File: config.mk
export PLATFORM = sky130hd
export DESIGN_NAME = lvds_ddr_rx_deser
export DESIGN_NICKNAME = d
export VERILOG_FILES = /design/src/rtl/lvds_ddr_rx_deser_pkg.sv /design/src/rtl/lvds_ddr_rx_deser_sync_detect.sv /design/src/rtl/lvds_ddr_rx_deser.sv
export SDC_FILE = /design/constraint.sdc
export NUM_CORES = 1
export LEC_CHECK = 0
export BUFFER_PORTS_ARGS = -buffer_cell sky130_fd_sc_hd__buf_2
export CORE_MARGIN = 1
export CORE_UTILIZATION = 25
export DETAILED_ROUTE_END_ITERATION = 8
export SLEW_MARGIN = 20
export SYNTH_ARGS = -nofsm -noshare
export SYNTH_HDL_FRONTEND = slang
export SYNTH_HIERARCHICAL = 1
export SYNTH_SLANG_ARGS = --single-unit
File: constraint.sdc
create_clock -name i_clk -period 2.6 [get_ports i_clk]
set_input_delay 0.13 -clock i_clk [delete_from_list [all_inputs] [get_ports i_clk]]
set_output_delay 0.13 -clock i_clk [all_outputs]
set_load 0.02 [all_outputs]
File: src/rtl/lvds_ddr_rx_deser_pkg.sv
// Shared definitions for the LVDS DDR link: FSM encodings, default sync word,
// and a width helper for the counters.
package lvds_ddr_rx_deser_pkg;

    typedef enum logic [1:0] {
        ST_HUNT    = 2'd0,
        ST_CONFIRM = 2'd1,
        ST_LOCKED  = 2'd2
    } rx_state_t;

    localparam logic [7:0] DEFAULT_SYNC_WORD = 8'hB5;

    // Smallest width (at least 1) that can hold max_val.
    function automatic int cnt_width(input int max_val);
        int w;
        w = 1;
        while ((1 << w) <= max_val) w++;
        return w;
    endfunction

endpackage

File: src/rtl/lvds_ddr_rx_deser_sync_detect.sv
// Registered sync-word compare at both bit offsets of the incoming shift register.
// Fed with the next shift-register value so the match flags line up with the register.
module lvds_ddr_rx_deser_sync_detect
    import lvds_ddr_rx_deser_pkg::*;
#(
    parameter int                WORD_W    = 8,
    parameter logic [WORD_W-1:0] SYNC_WORD = WORD_W'(DEFAULT_SYNC_WORD)
) (
    input  logic              i_clk,
    input  logic              i_rst_n,
    input  logic [WORD_W:0]   i_sr_next,
    output logic              o_match_even,
    output logic              o_match_odd
);

    logic r_match_even;
    logic r_match_odd;

    always_ff @(posedge i_clk or negedge i_rst_n) begin
        if (!i_rst_n) begin
            r_match_even <= 1'b0;
            r_match_odd  <= 1'b0;
        end else begin
            r_match_even <= (i_sr_next[WORD_W-1:0] == SYNC_WORD);
            r_match_odd  <= (i_sr_next[WORD_W:1]   == SYNC_WORD);
        end
    end

    assign o_match_even = r_match_even;
    assign o_match_odd  = r_match_odd;

endmodule

File: src/rtl/lvds_ddr_rx_deser.sv
// DDR receive deserializer: hunts for the sync word at either bit offset, confirms
// alignment, then emits data words and drops lock if syncs stop arriving.
module lvds_ddr_rx_deser
    import lvds_ddr_rx_deser_pkg::*;
#(
    parameter int                WORD_W       = 8,
    parameter logic [WORD_W-1:0] SYNC_WORD    = WORD_W'(DEFAULT_SYNC_WORD),
    parameter int                SYNC_CONFIRM = 4,
    parameter int                MAX_GAP      = 64
) (
    input  logic              i_clk,
    input  logic              i_rst_n,
    input  logic              i_rx_en,
    input  logic              i_d_in_0,
    input  logic              i_d_in_1,
    output logic [WORD_W-1:0] o_data_out,
    output logic              o_data_valid,
    output logic              o_locked,
    output logic              o_align_odd,
    output logic              o_sync_seen,
    output logic              o_lock_lost
);

    localparam int PAIRS  = WORD_W / 2;
    localparam int PH_W   = cnt_width(PAIRS - 1);
    localparam int CONF_W = cnt_width(SYNC_CONFIRM);
    localparam int GAP_W  = cnt_width(MAX_GAP);

    localparam logic [PH_W-1:0]   PH_LAST     = PH_W'(PAIRS - 1);
    localparam logic [CONF_W-1:0] CONF_TARGET = CONF_W'(SYNC_CONFIRM);
    localparam logic [GAP_W-1:0]  GAP_MAX     = GAP_W'(MAX_GAP);

    rx_state_t           r_state;
    logic [WORD_W:0]     r_sr;
    logic [PH_W-1:0]     r_phase;
    logic [CONF_W-1:0]   r_conf;
    logic [GAP_W-1:0]    r_gap;
    logic [WORD_W-1:0]   r_data_out;
    logic                r_data_valid;
    logic                r_align_odd;
    logic                r_sync_seen;
    logic                r_lock_lost;

    rx_state_t           w_state_next;
    logic [WORD_W:0]     w_sr_next;
    logic [PH_W-1:0]     w_phase_next;
    logic [CONF_W-1:0]   w_conf_next;
    logic [CONF_W-1:0]   w_conf_inc;
    logic [GAP_W-1:0]    w_gap_next;
    logic [GAP_W-1:0]    w_gap_inc;
    logic [WORD_W-1:0]   w_data_next;
    logic [WORD_W-1:0]   w_word;
    logic                w_valid_next;
    logic                w_align_next;
    logic                w_sync_next;
    logic                w_lost_next;
    logic                w_match_even;
    logic                w_match_odd;
    logic                w_word_sync;
    logic                w_boundary;

    // The shift register freezes while disabled so the detector sees no new bits.
    assign w_sr_next = i_rx_en ? {r_sr[WORD_W-2:0], i_d_in_0, i_d_in_1} : r_sr;

    lvds_ddr_rx_deser_sync_detect #(
        .WORD_W    (WORD_W),
        .SYNC_WORD (SYNC_WORD)
    ) u_sync_detect (
        .i_clk        (i_clk),
        .i_rst_n      (i_rst_n),
        .i_sr_next    (w_sr_next),
        .o_match_even (w_match_even),
        .o_match_odd  (w_match_odd)
    );

    assign w_boundary  = (r_phase == PH_LAST);
    assign w_word      = r_align_odd ? r_sr[WORD_W:1] : r_sr[WORD_W-1:0];
    assign w_word_sync = r_align_odd ? w_match_odd : w_match_even;
    assign w_conf_inc  = r_conf + 1'b1;
    assign w_gap_inc   = (r_gap == GAP_MAX) ? r_gap : r_gap + 1'b1;

    always_comb begin
        w_state_next = r_state;
        w_phase_next = r_phase;
        w_conf_next  = r_conf;
        w_gap_next   = r_gap;
        w_data_next  = r_data_out;
        w_align_next = r_align_odd;
        w_valid_next = 1'b0;
        w_sync_next  = 1'b0;
        w_lost_next  = 1'b0;

        if (!i_rx_en) begin
            w_state_next = ST_HUNT;
            w_phase_next = '0;
            w_conf_next  = '0;
            w_gap_next   = '0;
            w_lost_next  = (r_state == ST_LOCKED);
        end else begin
            case (r_state)
                ST_HUNT: begin
                    w_phase_next = '0;
                    // Even offset wins a tie.
                    if (w_match_even || w_match_odd) begin
                        w_align_next = !w_match_even;
                        w_conf_next  = CONF_W'(1);
                        w_gap_next   = '0;
                        w_sync_next  = 1'b1;
                        w_state_next = (SYNC_CONFIRM == 1) ? ST_LOCKED : ST_CONFIRM;
                    end
                end

                ST_CONFIRM: begin
                    w_phase_next = w_boundary ? '0 : r_phase + 1'b1;
                    if (w_boundary) begin
                        if (w_word_sync) begin
                            w_sync_next = 1'b1;
                            w_conf_next = w_conf_inc;
                            if (w_conf_inc == CONF_TARGET) begin
                                w_state_next = ST_LOCKED;
                                w_gap_next   = '0;
                            end
                        end else begin
                            w_state_next = ST_HUNT;
                            w_conf_next  = '0;
                            w_gap_next   = '0;
                        end
                    end
                end

                ST_LOCKED: begin
                    w_phase_next = w_boundary ? '0 : r_phase + 1'b1;
                    if (w_boundary) begin
                        if (w_word_sync) begin
                            w_gap_next  = '0;
                            w_sync_next = 1'b1;
                        end else if (w_gap_inc == GAP_MAX) begin
                            w_state_next = ST_HUNT;
                            w_lost_next  = 1'b1;
                            w_phase_next = '0;
                            w_conf_next  = '0;
                            w_gap_next   = '0;
                        end else begin
                            w_gap_next   = w_gap_inc;
                            w_data_next  = w_word;
                            w_valid_next = 1'b1;
                        end
                    end
                end

                default: begin
                    w_state_next = ST_HUNT;
                    w_phase_next = '0;
                    w_conf_next  = '0;
                    w_gap_next   = '0;
                end
            endcase
        end
    end

    always_ff @(posedge i_clk or negedge i_rst_n) begin
        if (!i_rst_n) begin
            r_state      <= ST_HUNT;
            r_sr         <= '0;
            r_phase      <= '0;
            r_conf       <= '0;
            r_gap        <= '0;
            r_data_out   <= '0;
            r_data_valid <= 1'b0;
            r_align_odd  <= 1'b0;
            r_sync_seen  <= 1'b0;
            r_lock_lost  <= 1'b0;
        end else begin
            r_state      <= w_state_next;
            r_sr         <= w_sr_next;
            r_phase      <= w_phase_next;
            r_conf       <= w_conf_next;
            r_gap        <= w_gap_next;
            r_data_out   <= w_data_next;
            r_data_valid <= w_valid_next;
            r_align_odd  <= w_align_next;
            r_sync_seen  <= w_sync_next;
            r_lock_lost  <= w_lost_next;
        end
    end

    assign o_data_out   = r_data_out;
    assign o_data_valid = r_data_valid;
    assign o_locked     = (r_state == ST_LOCKED);
    assign o_align_odd  = r_align_odd;
    assign o_sync_seen  = r_sync_seen;
    assign o_lock_lost  = r_lock_lost;

endmodule
==> results.md <==
- Nets: 205
- Cell variety after synth: 44
- Die width: 91.18 um
- # H-tree levels: 2
- I/O pin count: 18
- Antenna viol nets, final: 0
- Worst-path cell chain: inv_1, ha_1, nand4bb_1, nor3_2, mux2i_1, nand3b_4, o21ai_4, mux2_4
- Sequential element share of the synthesized area: 46.57%
- Initial Util: 25.73%
- DRC errors left: 0
- Max Root-Sink Buffers: 2
- CP endpoint kind: register
- Syn Area/Cell: 11.98 sq um
- Largest net degree at the start of global routing: 38
- Clock Sinks: 37
- Data arrival time of the critical path: 2.57 ns
- Die ar.: 0.008313 sq mm
- CORE AREA: 0.007727 sq mm
- GR Util All Layers: 9.529%
- Mapped Area: 0.001988 sq mm
- DRT Pass-1 Iters: 4
- Power Dens Cells: 581.1 mW/mm^2
- RSZ-0062 raised after global routing: no
- CTS tree: yes
- Vias in the first global route: 1322
- Clk_skew: 0.009192 ns
- Root Buffer: clkbuf_8
- Clock Pin Slew Worst Setup and Hold Paths: 0.07 ns
- Wire length per cell: 12.32 um
- Antenna cells: 0
- Leak Pwr: 1.064 nW
- Synth Warn #: 6
- Hold WC Path Type: input pin to register
- Via Count: 1284
- Final period util: 92.29%
- Number of core rows: 32
- Layout cells sized above 1: 31.94%
- Grt total ovfl: 0
- Net Count, Synth: 180
- Setup TNS: 0 ns
- Worst Path Required: 2.77 ns
- Worst-Margin Slew: 0.8466 ns
- Outcome: finished, final reports clean
- Slew headroom: 43.56%
- Max cap viols: 0
- Setup Viol. Count Final: 0
- CP top delay family: multiplexers
- Routability cong.: 0.7493
- Worst Setup Path Type: register to register
- Vias per Instance: 4.382
- Final-report max-slew violation count: 0
- Max incr delay on CP: 0.47 ns
- # Post-CTS Setup Buffers: 0
- Buf/Inv on CP: 1
- Port-buffer cells: 17
- CTS Buf Count: 5
- Starting DRT DRC Count: 57
- Area grow syn2layout: 15.92%
- Post-Route WL: 3610 um
- Peak Freq: 416.8 MHz
- Initial antenna violation count: 0
- IR drop worst, VDD: 0.0001849 V
- Post-layout util: 29.83%
- HPWL after DPL: 2674 um
- Clock Latency Late Sink: 0.28 ns
- CP max stage cell: dfrtp_1
- Global-route wire length before repair: 6272 um
- Chip height: 91.18 um
- Post-layout minimum cycle time: 2.399 ns
- Synthesized flop and latch total: 37
- Max Fanout on Critical Path: 9
- Worst setup SP type: register
- Hold Vio Cnt, Final: 0
- Synth Instances: 166
[per-stage QoR]
step,cells,power [mW],hold slack [ns],setup slack [ns],instance area (sq um)
after detailed placement,285,0.9519,0.2833,0.2119,2208
after CTS,293,1.358,0.1023,0.1921,2305
after global routing,293,1.416,0.1066,0.03680,2305
after floorplan,166,0.8753,-0.1656,0.4215,1988
after global placement,285,0.9482,0.2778,0.2405,2208
final,293,1.339,0.1149,0.2005,2305
[power by group]
part	internal (mW)	switching (mW)
Combinational	0.146	0.132
Clock	0.210	0.188
Sequential	0.622	0.0415
Total	0.978	0.362
[flip-flops by register name, summed over array words and instances, names as in the netlist, 2 cells and up]
signal / count
o_data_out: 8
r_sr: 9
r_state: 2
r_gap: 7
r_conf: 3
r_phase: 2
[area by class of cell]
class                           count  area [sq um]
Inverter                           12         45.04
Tap cell                          102         127.6
Multi-Input combinational cell    115          1010
Clock buffer                        7         86.33
Fill cell                         790          5423
Timing Repair Buffer               20         110.1
Sequential cell                    37         925.9
[layout by cell type, fill, tap and decap left out, types with 2 or more instances in the layout]
| cell | synthesis | final |
|---|---|---|
| nor2_1 | 9 | 9 |
| nand3_2 | 2 | 2 |
| o21ai_0 | 5 | 5 |
| dfrtp_1 | 37 | 37 |
| o21ai_1 | 2 | 2 |
| o21a_1 | 2 | 2 |
| xor2_1 | 2 | 2 |
| buf_4 | 0 | 2 |
| mux2_4 | 10 | 10 |
| nor3_1 | 4 | 4 |
| nand2_1 | 10 | 10 |
| mux2i_1 | 4 | 4 |
| mux2_2 | 17 | 17 |
| and2_1 | 2 | 2 |
| nor2b_1 | 2 | 2 |
| buf_2 | 0 | 17 |
| inv_1 | 12 | 12 |
| clkbuf_8 | 0 | 6 |
| xnor2_1 | 3 | 3 |
| nand4b_1 | 2 | 2 |
| a21oi_1 | 4 | 4 |
| nand4bb_1 | 3 | 3 |
| ha_1 | 9 | 9 |
[worst paths after layout]
check	start	endpoint	slack, ns	cells past startpoint
worst min-delay path	i_d_in_1	r_sr[0]	0.11	2
min in group asynchronous	i_rst_n	o_lock_lost	0.49	2
worst max register to register	r_gap[0]	o_data_out[0]	0.20	8
max in group asynchronous	i_rst_n	o_align_odd	1.58	2
worst min register to register	r_phase[0]	r_phase[0]	0.43	1
worst max-delay path	r_gap[0]	o_data_out[0]	0.20	8
[routing by layer]
| layer | routed length [um] | track usage (%) | part of all wire, % |
|---|---|---|---|
| met1 | 1677 | 11.60 | 46 |
| met2 | 1719 | 15.40 | 48 |
| met3 | 142 | 2.931 | 3.9 |
| met4 | 70 | 4.365 | 1.9 |
| met5 | 0 | 0 | 0 |
[Yosys cell counts, drive strengths merged]
master / number / area share [%]
a2111oi: 1 / 0.44
a21boi: 1 / 0.38
a21oi: 4 / 1.0
a22o: 2 / 0.94
a31oi: 1 / 0.31
a32o: 1 / 0.50
and2: 2 / 0.63
and4b: 1 / 0.69
buf: 2 / 0.38
dfrtp: 37 / 47
ha: 9 / 5.7
inv: 12 / 2.3
mux2: 27 / 17
mux2i: 4 / 2.0
nand2: 10 / 1.9
nand2b: 1 / 0.31
nand3: 3 / 1.3
nand3b: 2 / 1.4
nand4: 1 / 0.31
nand4b: 2 / 0.88
nand4bb: 3 / 1.7
nor2: 9 / 1.7
nor2b: 2 / 0.63
nor3: 5 / 1.5
nor3b: 1 / 0.38
o211ai: 1 / 0.38
o21a: 3 / 1.5
o21ai: 9 / 3.0
o21bai: 1 / 0.38
o221ai: 1 / 0.44
o2bb2ai: 1 / 0.44
o31ai: 1 / 0.38
or3: 1 / 0.31
xnor2: 3 / 1.3
xor2: 2 / 0.88
[kinds of logic (layout without fill, tap and decap cells)]
family / count (synthesis) / count (layout) / share of synthesized area [%]
AND/OR/NAND/NOR: 43 / 43 / 13.59
flip-flops: 37 / 37 / 46.57
multiplexers: 31 / 31 / 19.19
AO/OA/AOI/OAI: 27 / 27 / 10.13
buffers and inverters: 14 / 39 / 2.643
adder cells (fa/ha/maj): 9 / 9 / 5.664
XOR/XNOR: 5 / 5 / 2.203
[timing repair]
action / 4_1_cts / 5_1_grt
hold buffers: 1 / 0
endpoints found under the hold margin: 37 / 0
gates resized for setup: 0 / 0
Power figures use the tool's default switching activity.
